[src/rtl/data_sync_pkg.sv]
// Shared constants and helpers for the data_sync_hs CDC receiver.
// Contents: default parameter values, the event-detect function evt_f and the
// STABLE_ERR reset value.
package data_sync_pkg;

   localparam int unsigned DEF_NUM_STAGES  = 2;
   localparam int unsigned DEF_BUS_WIDTH   = 8;
   localparam int unsigned DEF_CNT_WIDTH   = 8;
   localparam bit          DEF_TOGGLE_MODE = 1'b1;

   localparam logic STABLE_ERR_RST = 1'b0;

   // Toggle protocol: any change of the synchronised enable is a word.
   // Level protocol: only a rising edge is a word.
   function automatic logic evt_f(input logic mode, input logic en_s, input logic en_d);
      return mode ? (en_s ^ en_d) : (en_s & ~en_d);
   endfunction

endpackage

[src/rtl/data_sync_hs_if.sv]
// Handshake bundle between the source-domain word and the destination-domain
// receiver.
//   UNSYNC_BUS   : source word, held stable between enable events
//   BUS_ENABLE   : source word-valid indication (toggle or level)
//   SYNC_BUS     : captured word
//   ENABLE_PULSE : one-cycle strobe, SYNC_BUS updated
//   WORD_CNT     : captured-word count
//   STABLE_ERR   : sticky data-instability flag
// master = source/consumer side, slave = receiver.
interface data_sync_hs_if #(
   parameter int unsigned BUS_WIDTH = data_sync_pkg::DEF_BUS_WIDTH,
   parameter int unsigned CNT_WIDTH = data_sync_pkg::DEF_CNT_WIDTH
);
   logic [BUS_WIDTH-1:0] UNSYNC_BUS;
   logic                 BUS_ENABLE;
   logic [BUS_WIDTH-1:0] SYNC_BUS;
   logic                 ENABLE_PULSE;
   logic [CNT_WIDTH-1:0] WORD_CNT;
   logic                 STABLE_ERR;

   modport master (
      output UNSYNC_BUS, BUS_ENABLE,
      input  SYNC_BUS, ENABLE_PULSE, WORD_CNT, STABLE_ERR
   );

   modport slave (
      input  UNSYNC_BUS, BUS_ENABLE,
      output SYNC_BUS, ENABLE_PULSE, WORD_CNT, STABLE_ERR
   );
endinterface

[src/rtl/sync_ff_chain.sv]
// Single-bit flop-chain synchroniser.
//   CLK      : destination clock
//   RST      : asynchronous active-low reset, clears every stage
//   async_in : source-domain bit
//   sync_out : last stage of the chain
module sync_ff_chain #(
   parameter int unsigned NUM_STAGES = data_sync_pkg::DEF_NUM_STAGES
) (
   input  logic CLK,
   input  logic RST,
   input  logic async_in,
   output logic sync_out
);
   logic [NUM_STAGES-1:0] sync_q;
   logic [NUM_STAGES-1:0] sync_d;

   // Shift toward the MSB; stage 0 is the only flop seeing the async input.
   always_comb begin
      sync_d = {sync_q[NUM_STAGES-2:0], async_in};
   end

   always_ff @(posedge CLK or negedge RST) begin
      if (!RST) sync_q <= '0;
      else      sync_q <= sync_d;
   end

   assign sync_out = sync_q[NUM_STAGES-1];
endmodule

[src/rtl/data_sync_hs.sv]
// Multi-bit CDC receiver (destination CLK domain). Only BUS_ENABLE is
// synchronised; the word is captured on the synchronised enable event.
//   CLK : destination clock
//   RST : asynchronous active-low reset
//   bus : data_sync_hs_if.slave (UNSYNC_BUS/BUS_ENABLE in;
//         SYNC_BUS/ENABLE_PULSE/WORD_CNT/STABLE_ERR out, all registered)
// Optional build macro DATA_SYNC_STABLE_CHECK_EN adds the post-capture
// stability checker; otherwise STABLE_ERR is tied low.
module data_sync_hs import data_sync_pkg::*; #(
   parameter int unsigned NUM_STAGES  = DEF_NUM_STAGES,
   parameter int unsigned BUS_WIDTH   = DEF_BUS_WIDTH,
   parameter bit          TOGGLE_MODE = DEF_TOGGLE_MODE,
   parameter int unsigned CNT_WIDTH   = DEF_CNT_WIDTH
) (
   input  logic           CLK,
   input  logic           RST,
   data_sync_hs_if.slave  bus
);
   logic                 en_s;
   logic                 evt;
   logic                 en_d_q,         en_d_d;
   logic [BUS_WIDTH-1:0] sync_bus_q,     sync_bus_d;
   logic                 enable_pulse_q, enable_pulse_d;
   logic [CNT_WIDTH-1:0] word_cnt_q,     word_cnt_d;

   sync_ff_chain #(.NUM_STAGES(NUM_STAGES)) u_en_sync (
      .CLK      (CLK),
      .RST      (RST),
      .async_in (bus.BUS_ENABLE),
      .sync_out (en_s)
   );

   // Edge detect, capture and count.
   always_comb begin
      en_d_d         = en_s;
      evt            = evt_f(TOGGLE_MODE, en_s, en_d_q);
      sync_bus_d     = sync_bus_q;
      enable_pulse_d = evt;
      word_cnt_d     = word_cnt_q;
      if (evt) begin
         sync_bus_d = bus.UNSYNC_BUS;
         word_cnt_d = word_cnt_q + CNT_WIDTH'(1);
      end
   end

   always_ff @(posedge CLK or negedge RST) begin
      if (!RST) begin
         en_d_q         <= 1'b0;
         sync_bus_q     <= '0;
         enable_pulse_q <= 1'b0;
         word_cnt_q     <= '0;
      end else begin
         en_d_q         <= en_d_d;
         sync_bus_q     <= sync_bus_d;
         enable_pulse_q <= enable_pulse_d;
         word_cnt_q     <= word_cnt_d;
      end
   end

   assign bus.SYNC_BUS     = sync_bus_q;
   assign bus.ENABLE_PULSE = enable_pulse_q;
   assign bus.WORD_CNT     = word_cnt_q;

`ifdef DATA_SYNC_STABLE_CHECK_EN
   logic stable_err_q, stable_err_d;

   // In the cycle after a capture the source word must still match the
   // captured one, and no new capture may land in that cycle.
   always_comb begin
      stable_err_d = stable_err_q;
      if (enable_pulse_q && ((bus.UNSYNC_BUS != sync_bus_q) || evt)) begin
         stable_err_d = 1'b1;
      end
   end

   always_ff @(posedge CLK or negedge RST) begin
      if (!RST) stable_err_q <= STABLE_ERR_RST;
      else      stable_err_q <= stable_err_d;
   end

   assign bus.STABLE_ERR = stable_err_q;
`else
   assign bus.STABLE_ERR = STABLE_ERR_RST;
`endif

endmodule

[src/flat_wrapper.sv]
// flat-port wrapper written by rule: the top's interface ports become plain ports
module data_sync_hs_flat import data_sync_pkg::*;
#(
   parameter int unsigned NUM_STAGES  = DEF_NUM_STAGES,
   parameter int unsigned BUS_WIDTH   = DEF_BUS_WIDTH,
   parameter bit          TOGGLE_MODE = DEF_TOGGLE_MODE,
   parameter int unsigned CNT_WIDTH   = DEF_CNT_WIDTH
)
  (CLK, RST, bus_UNSYNC_BUS, bus_BUS_ENABLE, bus_SYNC_BUS, bus_ENABLE_PULSE, bus_WORD_CNT, bus_STABLE_ERR);
  data_sync_hs_if #(.BUS_WIDTH(BUS_WIDTH), .CNT_WIDTH(CNT_WIDTH)) bus_i ();
  input  logic CLK;
  input  logic RST;
  input wire logic [$bits(bus_i.UNSYNC_BUS)-1:0] bus_UNSYNC_BUS;
  input wire logic [$bits(bus_i.BUS_ENABLE)-1:0] bus_BUS_ENABLE;
  output wire logic [$bits(bus_i.SYNC_BUS)-1:0] bus_SYNC_BUS;
  output wire logic [$bits(bus_i.ENABLE_PULSE)-1:0] bus_ENABLE_PULSE;
  output wire logic [$bits(bus_i.WORD_CNT)-1:0] bus_WORD_CNT;
  output wire logic [$bits(bus_i.STABLE_ERR)-1:0] bus_STABLE_ERR;
  assign bus_i.UNSYNC_BUS = bus_UNSYNC_BUS;
  assign bus_i.BUS_ENABLE = bus_BUS_ENABLE;
  assign bus_SYNC_BUS = bus_i.SYNC_BUS;
  assign bus_ENABLE_PULSE = bus_i.ENABLE_PULSE;
  assign bus_WORD_CNT = bus_i.WORD_CNT;
  assign bus_STABLE_ERR = bus_i.STABLE_ERR;
  data_sync_hs #(.NUM_STAGES(NUM_STAGES), .BUS_WIDTH(BUS_WIDTH), .TOGGLE_MODE(TOGGLE_MODE), .CNT_WIDTH(CNT_WIDTH)) u_core (.CLK(CLK), .RST(RST), .bus(bus_i));
endmodule
[config.mk]
export PLATFORM = sky130hd
export DESIGN_NAME = data_sync_hs_flat
export DESIGN_NICKNAME = d
export VERILOG_FILES = /design/src/rtl/data_sync_pkg.sv /design/src/rtl/data_sync_hs_if.sv /design/src/rtl/sync_ff_chain.sv /design/src/rtl/data_sync_hs.sv /design/src/flat_wrapper.sv
export SDC_FILE = /design/constraint.sdc
export NUM_CORES = 1
export LEC_CHECK = 0
export CORE_UTILIZATION = 45
export DETAILED_ROUTE_END_ITERATION = 16
export PLACE_DENSITY = 0.93
export SYNTH_ARGS = -nofsm -noshare
export SYNTH_HDL_FRONTEND = slang
export SYNTH_SLANG_ARGS = --single-unit
export TNS_END_PERCENT = 1
[constraint.sdc]
create_clock -name CLK -period 3.2 [get_ports CLK]
set_input_delay 0.32 -clock CLK [delete_from_list [all_inputs] [get_ports CLK]]
set_output_delay 0.32 -clock CLK [all_outputs]
set_load 0.05 [all_outputs]
==> flow_metrics.py, run 1 <==
metrics = {
    "finish": {
        "seq_area_um2": 500,
        "fin_area_um2": 1080,
        "fill_cells": 113,
        "layout_common_cells": "clkdlybuf4s50_1, dfrtp_1, mux2_2",
        "final_common_cell": "clkdlybuf4s50_1",
        "syn_to_final_growth_pct": 40.1,
        "antennaDiodeCount": 0,
        "multi_input_area_um2": 249,
        "layout.cells.non_filler": 95,
        "drive_gt1_frac": 0.177,
        "nets": 92,
    },
    "critical_path": {
        "path_buf_inv": 1,
        "required_ps": 2880,
        "cp.arrival_ps": 1610,
        "r2r-start": "u_core.en_d_q$_DFF_PN0_",
        "crit_path_end": "bus_WORD_CNT[2]",
        "cp_slowest_stage_delay_ps": 850,
        "reg2reg_to": "u_core.bus.SYNC_BUS[1]$_DFFE_PN0P_",
        "critPathTopFamily": "buffers and inverters",
        "worstSetupStartpointType": "flop",
        "critical_path_class": "reg2out",
        "path_max_fanout": 6,
        "cpMaxStageDelayCell": "clkdlybuf4s50_1",
        "crit_chain": "clkdlybuf4s50_1",
        "cp-startpoint": "u_core.bus.WORD_CNT[2]$_DFFE_PN0P_",
        "cp_num_cells": 1,
        "ff2ff_path_depth": 2,
        "end_kind": "output port",
        "reg2reg_slack_ps": 1600,
    },
    "die": {
        "core-area_um2": 1560,
        "die_w_um": 43.3,
        "die_h_um": 43.3,
        "placementRows": 14,
        "initial_core_util": 0.493,
        "die_area_um2": 1880,
        "io_pins": 29,
    },
    "worst_hold_path": {
        "hold_class": "reg2reg",
        "holdPathStages": 0,
    },
    "yosys": {
        "ys.warnings.count": 0,
        "synth_nets": 62,
        "yosys.area.top_type_share": 0.651,
        "synth_area_leaders": "dfrtp_1, mux2_2, xnor2_1",
        "yosysUniqueCellTypes": 14,
        "netlist_instances": 50,
        "ys_seq_area_frac": 0.651,
        "ys_ff_latch": 20,
        "synth.cell_area_um2": 768,
        "syn_avg_cell_area_um2": 15.4,
        "synth_area_leader_cell": "dfrtp_1",
    },
    "routing": {
        "drt_iter0_drc": 10,
        "met1Wirelength_um": 513,
        "first_pass_iters": 10,
        "vias_per_cell": 5.24,
        "drtAntennaViolNets": 0,
        "totalWireLength_um": 1220,
        "wl_met3_um": 67,
        "wl_per_cell_um": 12.9,
        "routed-wl-met2_um": 617,
        "highest_layer": "met4",
        "vias": 498,
        "drcViolationCount": 6,
    },
    "cts": {
        "postCtsSetupBuffers": 0,
        "cts_tree": "done",
        "clk_pin_slew_ps": 100,
        "ctsHoldBuffers": 0,
        "h-tree-depth": 1,
        "root_buffer": "clkbuf_4",
        "cts_buffers": 3,
        "clockBufferDepth": 2,
        "clock_sinks": 20,
        "clock_latency_ps": 290,
        "post_cts_resized": 0,
    },
    "power": {
        "vdd_drop_max_mv": 0.605,
        "p_leak_nw": 0.454,
        "swShare": 0.428,
        "combPwrFrac": 0.458,
        "p_sw_mw": 0.407,
        "pwr-share-seq": 0.395,
        "p_int_mw": 0.545,
        "clkPwrFrac": 0.148,
        "power_density_nw_per_um2": 884,
    },
    "global_route": {
        "overflow": 0,
        "grt_first_pass_wirelength_um": 1990,
        "grt_use_total": 0.154,
        "grt_pass1_vias": 467,
        "antenna_found_initial": 0,
        "grt_max_degree": 21,
    },
    "status": {
        "violations": "DRC",
        "status": "complete, but fails checks",
    },
    "timing": {
        "slew_viol_final": 0,
        "fin_crit_ps": 1930,
        "finalSetupViolCount": 0,
        "relSlewSlack": 0.433,
        "fmax_mhz": 518,
        "hold_violations": 0,
        "skew_ps": 3.40,
        "worstMarginPinSlew_ps": 848,
        "grt_setup_unrepaired": "false",
        "setup_tns_ps": 0,
        "period_share": 0.603,
    },
    "placed_design": {
        "dp_hpwl_um": 900,
        "placed_area_um2": 1040,
        "place_congestion": 0.720,
        "dp_cells": 91,
        "port-buffer-count": 27,
    },
    "run": {
        "max_cap_violations": 0,
    },
}
==> cell usage after synthesis <==
cell type	count
xor2_2	1
mux2_2	9
buf_4	1
nand2_1	1
nand4_1	3
ha_1	1
and3_1	2
conb_1	1
dfrtp_1	20
and4_1	1
xor2_1	1
xnor2_1	6
buf_6	1
nand3_1	2
==> registers in the layout, indices dropped and copies added (netlist names) <==
signal,flops
u_core.bus.ENABLE_PULSE,1
u_core.bus.SYNC_BUS,8
u_core.bus.WORD_CNT,8
u_core.en_d_q,1
u_core.u_en_sync.sync_q,2
==> power groups by stage <==
stage	clock network, mW	logic (mW)	registers (mW)
2_1_floorplan	0	0.0908	0.573
3_3_place_gp	0	0.432	0.376
3_5_place_dp	0	0.438	0.381
4_1_cts	0.148	0.439	0.375
5_1_grt	0.158	0.453	0.385
6_report	0.140	0.435	0.376
==> cells by family after synthesis <==
| logic type | after synthesis | share of synthesized area |
|---|---|---|
| flops | 20 | 0.651 |
| mux | 9 | 0.132 |
| other cells | 1 | 0.00488 |
| simple gates | 9 | 0.0700 |
| xor+xnor | 8 | 0.101 |
| buf+inv | 2 | 0.0244 |
| fa+ha+maj | 1 | 0.0163 |
==> final cells by class <==
class	count	share of cell area
Multi-Input combinational cell	28	0.231
Sequential cell	20	0.465
Timing Repair Buffer	27	0.251
Clock buffer	4	0.0337
Tap cell	16	0.0186
==> per-layer routing <==
metal	global-route usage	vias to the layer above
li1	-	228
met1	0.171	247
met2	0.255	19
met3	0.0383	4
met4	0.113	0
met5	0	-
==> worst min path at each step <==
stage                                               startpoint  slack, ps                                   end
after detailed placement  u_core.u_en_sync.sync_q[0]$_DFF_PN0_        340  u_core.u_en_sync.sync_q[1]$_DFF_PN0_
final                     u_core.u_en_sync.sync_q[0]$_DFF_PN0_        360  u_core.u_en_sync.sync_q[1]$_DFF_PN0_
after floorplan                                            RST         20     u_core.bus.ENABLE_PULSE$_DFF_PN0_
after CTS                 u_core.u_en_sync.sync_q[0]$_DFF_PN0_        360  u_core.u_en_sync.sync_q[1]$_DFF_PN0_
after global placement    u_core.u_en_sync.sync_q[0]$_DFF_PN0_        330  u_core.u_en_sync.sync_q[1]$_DFF_PN0_
after global routing      u_core.u_en_sync.sync_q[0]$_DFF_PN0_        370  u_core.u_en_sync.sync_q[1]$_DFF_PN0_
==> through the flow <==
step                      worst slack [ps]  power (mW)  hold slack [ps]  utilization
final                                 1270       0.951              357        0.690
after global routing                  1220       0.997              373        0.690
after CTS                             1260       0.963              361        0.690
after detailed placement              1580       0.819              336        0.667
after global placement                1610       0.808              331        0.667
after floorplan                       1840       0.664             24.4            -
No activity file was read; power rests on OpenSTA's default activity.
==> inputs of run 2 (changes only) <==
--- a/config.mk
+++ b/config.mk
@@ -5,9 +5,9 @@
 export SDC_FILE = /design/constraint.sdc
 export NUM_CORES = 1
 export LEC_CHECK = 0
-export CORE_UTILIZATION = 45
+export CORE_UTILIZATION = 37
 export DETAILED_ROUTE_END_ITERATION = 16
-export PLACE_DENSITY = 0.93
+export PLACE_DENSITY = 0.84
 export SYNTH_ARGS = -nofsm -noshare
 export SYNTH_HDL_FRONTEND = slang
 export SYNTH_SLANG_ARGS = --single-unit
==> constraint.sdc (replaced) <==
create_clock -name CLK -period 1.65 [get_ports CLK]
set_input_delay 0.165 -clock CLK [delete_from_list [all_inputs] [get_ports CLK]]
set_output_delay 0.165 -clock CLK [all_outputs]
set_load 0.05 [all_outputs]
==> flow_metrics.py, run 2 (synthesis results as in run 1) <==
metrics = {
    "die": {
        "die_area_um2": 2260,
        "io_pins": 29,
        "placementRows": 16,
        "die_h_um": 47.6,
        "die_w_um": 47.6,
        "initial_core_util": 0.392,
        "core-area_um2": 1960,
    },
    "power": {
        "p_leak_nw": 0.536,
        "power_density_nw_per_um2": 1740,
        "vdd_drop_max_mv": 0.907,
    },
    "routing": {
        "vias_per_cell": 4.68,
        "met1Wirelength_um": 539,
        "drcViolationCount": 0,
        "vias": 510,
        "drtAntennaViolNets": 0,
        "wl_per_cell_um": 14.0,
        "drt_iter0_drc": 2,
        "routed-wl-met2_um": 856,
        "totalWireLength_um": 1530,
        "first_pass_iters": 2,
        "wl_met3_um": 82,
        "highest_layer": "met4",
    },
    "global_route": {
        "grt_first_pass_wirelength_um": 2190,
        "grt_use_total": 0.154,
        "grt_max_degree": 21,
        "antenna_found_initial": 0,
        "grt_pass1_vias": 481,
        "overflow": 0,
    },
    "finish": {
        "antennaDiodeCount": 0,
        "nets": 95,
        "layout_common_cells": "dfrtp_1, clkdlybuf4s50_1, buf_4",
        "syn_to_final_growth_pct": 45.4,
        "drive_gt1_frac": 0.305,
        "final_common_cell": "dfrtp_1",
        "layout.cells.non_filler": 109,
        "fin_area_um2": 1120,
        "fill_cells": 176,
    },
    "timing": {
        "period_share": 0.974,
        "slew_viol_final": 0,
        "fin_crit_ps": 1610,
        "hold_violations": 0,
        "setup_tns_ps": 0,
        "skew_ps": 7.03,
        "fmax_mhz": 622,
        "worst_slack_ps": 42.1,
        "finalSetupViolCount": 0,
        "worstMarginPinSlew_ps": 506,
        "grt_setup_unrepaired": "false",
        "relSlewSlack": 0.662,
    },
    "cts": {
        "clockBufferDepth": 2,
        "cts_buffers": 3,
        "cts_tree": "done",
        "h-tree-depth": 1,
        "root_buffer": "clkbuf_4",
        "clk_pin_slew_ps": 110,
        "clock_sinks": 20,
        "ctsHoldBuffers": 0,
        "clock_latency_ps": 300,
    },
    "critical_path": {
        "worstSetupStartpointType": "flop",
        "path_max_fanout": 1,
        "reg2reg_to": "u_core.bus.SYNC_BUS[2]$_DFFE_PN0P_",
        "cp.arrival_ps": 1440,
        "cp_slowest_stage_delay_ps": 800,
        "required_ps": 1480,
        "reg2reg_slack_ps": 420,
        "path_buf_inv": 1,
        "critical_path_class": "reg2out",
        "end_kind": "output port",
        "r2r-start": "u_core.en_d_q$_DFF_PN0_",
        "cpMaxStageDelayCell": "clkdlybuf4s50_1",
        "critPathTopFamily": "buffers and inverters",
        "cp-startpoint": "u_core.bus.ENABLE_PULSE$_DFF_PN0_",
        "crit_chain": "clkdlybuf4s50_1",
        "ff2ff_path_depth": 3,
    },
    "placed_design": {
        "dp_hpwl_um": 1170,
        "port-buffer-count": 27,
        "preCtsSetupSlack_ps": 319,
        "dp_cells": 105,
        "placed_area_um2": 1060,
        "place_congestion": 0.684,
    },
    "worst_hold_path": {
        "hold_class": "in2async",
    },
    "status": {
        "status": "finished, final reports clean",
    },
    "run": {
        "max_cap_violations": 0,
    },
}
run 2: cell types whose count changed in the layout (fill, tap and decap cells not counted):
cell,change
dlygate4sd2_1,+3
dlymetal6s2s_1,+5
clkbuf_8,-1
buf_4,+11
bufinv_16,+1
clkdlybuf4s50_1,-16
run 2: worst max path at each step:
stage	end	slack [ps]	depth (start not counted)
2_1_floorplan	u_core.bus.WORD_CNT[1]$_DFFE_PN0P_	290	2
3_3_place_gp	bus_SYNC_BUS[5]	370	1
3_5_place_dp	bus_SYNC_BUS[4]	320	1
4_1_cts	bus_SYNC_BUS[0]	3	1
5_1_grt	bus_ENABLE_PULSE	10	1
6_report	bus_ENABLE_PULSE	40	1
run 2: layout make-up:
type | count | area, µm² | share of cell area
flip-flops and latches | 20 | 500 | 0.448
clock inverters | 1 | 30.0 | 0.0269
repair buffers | 30 | 282 | 0.252
well taps | 27 | 33.8 | 0.0302
multi-input cells | 28 | 249 | 0.223
clock buffers | 3 | 22.5 | 0.0202
run 2: stage by stage:
step	total power, mW	hold slack [ps]	util
after floorplan	1.29	-131	-
after detailed placement	1.58	348	0.538
final	1.95	193	0.570
after global placement	1.55	344	0.538
after CTS	1.97	193	0.563
after global routing	2.05	220	0.570
run 2: repair_timing:
action	in CTS	in global routing
gates resized for setup	3	5
buffers inserted	0	0
endpoints found under the setup margin	3	5
run 2: power breakdown:
part / total, mW / switching [mW] / internal, mW / leakage (nW)
combinational: 0.821 / 0.535 / 0.286 / 0.268
clock: 0.393 / 0.147 / 0.246 / 0.0279
sequential: 0.733 / 0.127 / 0.606 / 0.240
run 2: routing by layer:
layer,track usage,vias up
met4,0.133,0
met3,0.0226,4
met2,0.274,20
met1,0.156,250
met5,0,-
li1,-,236
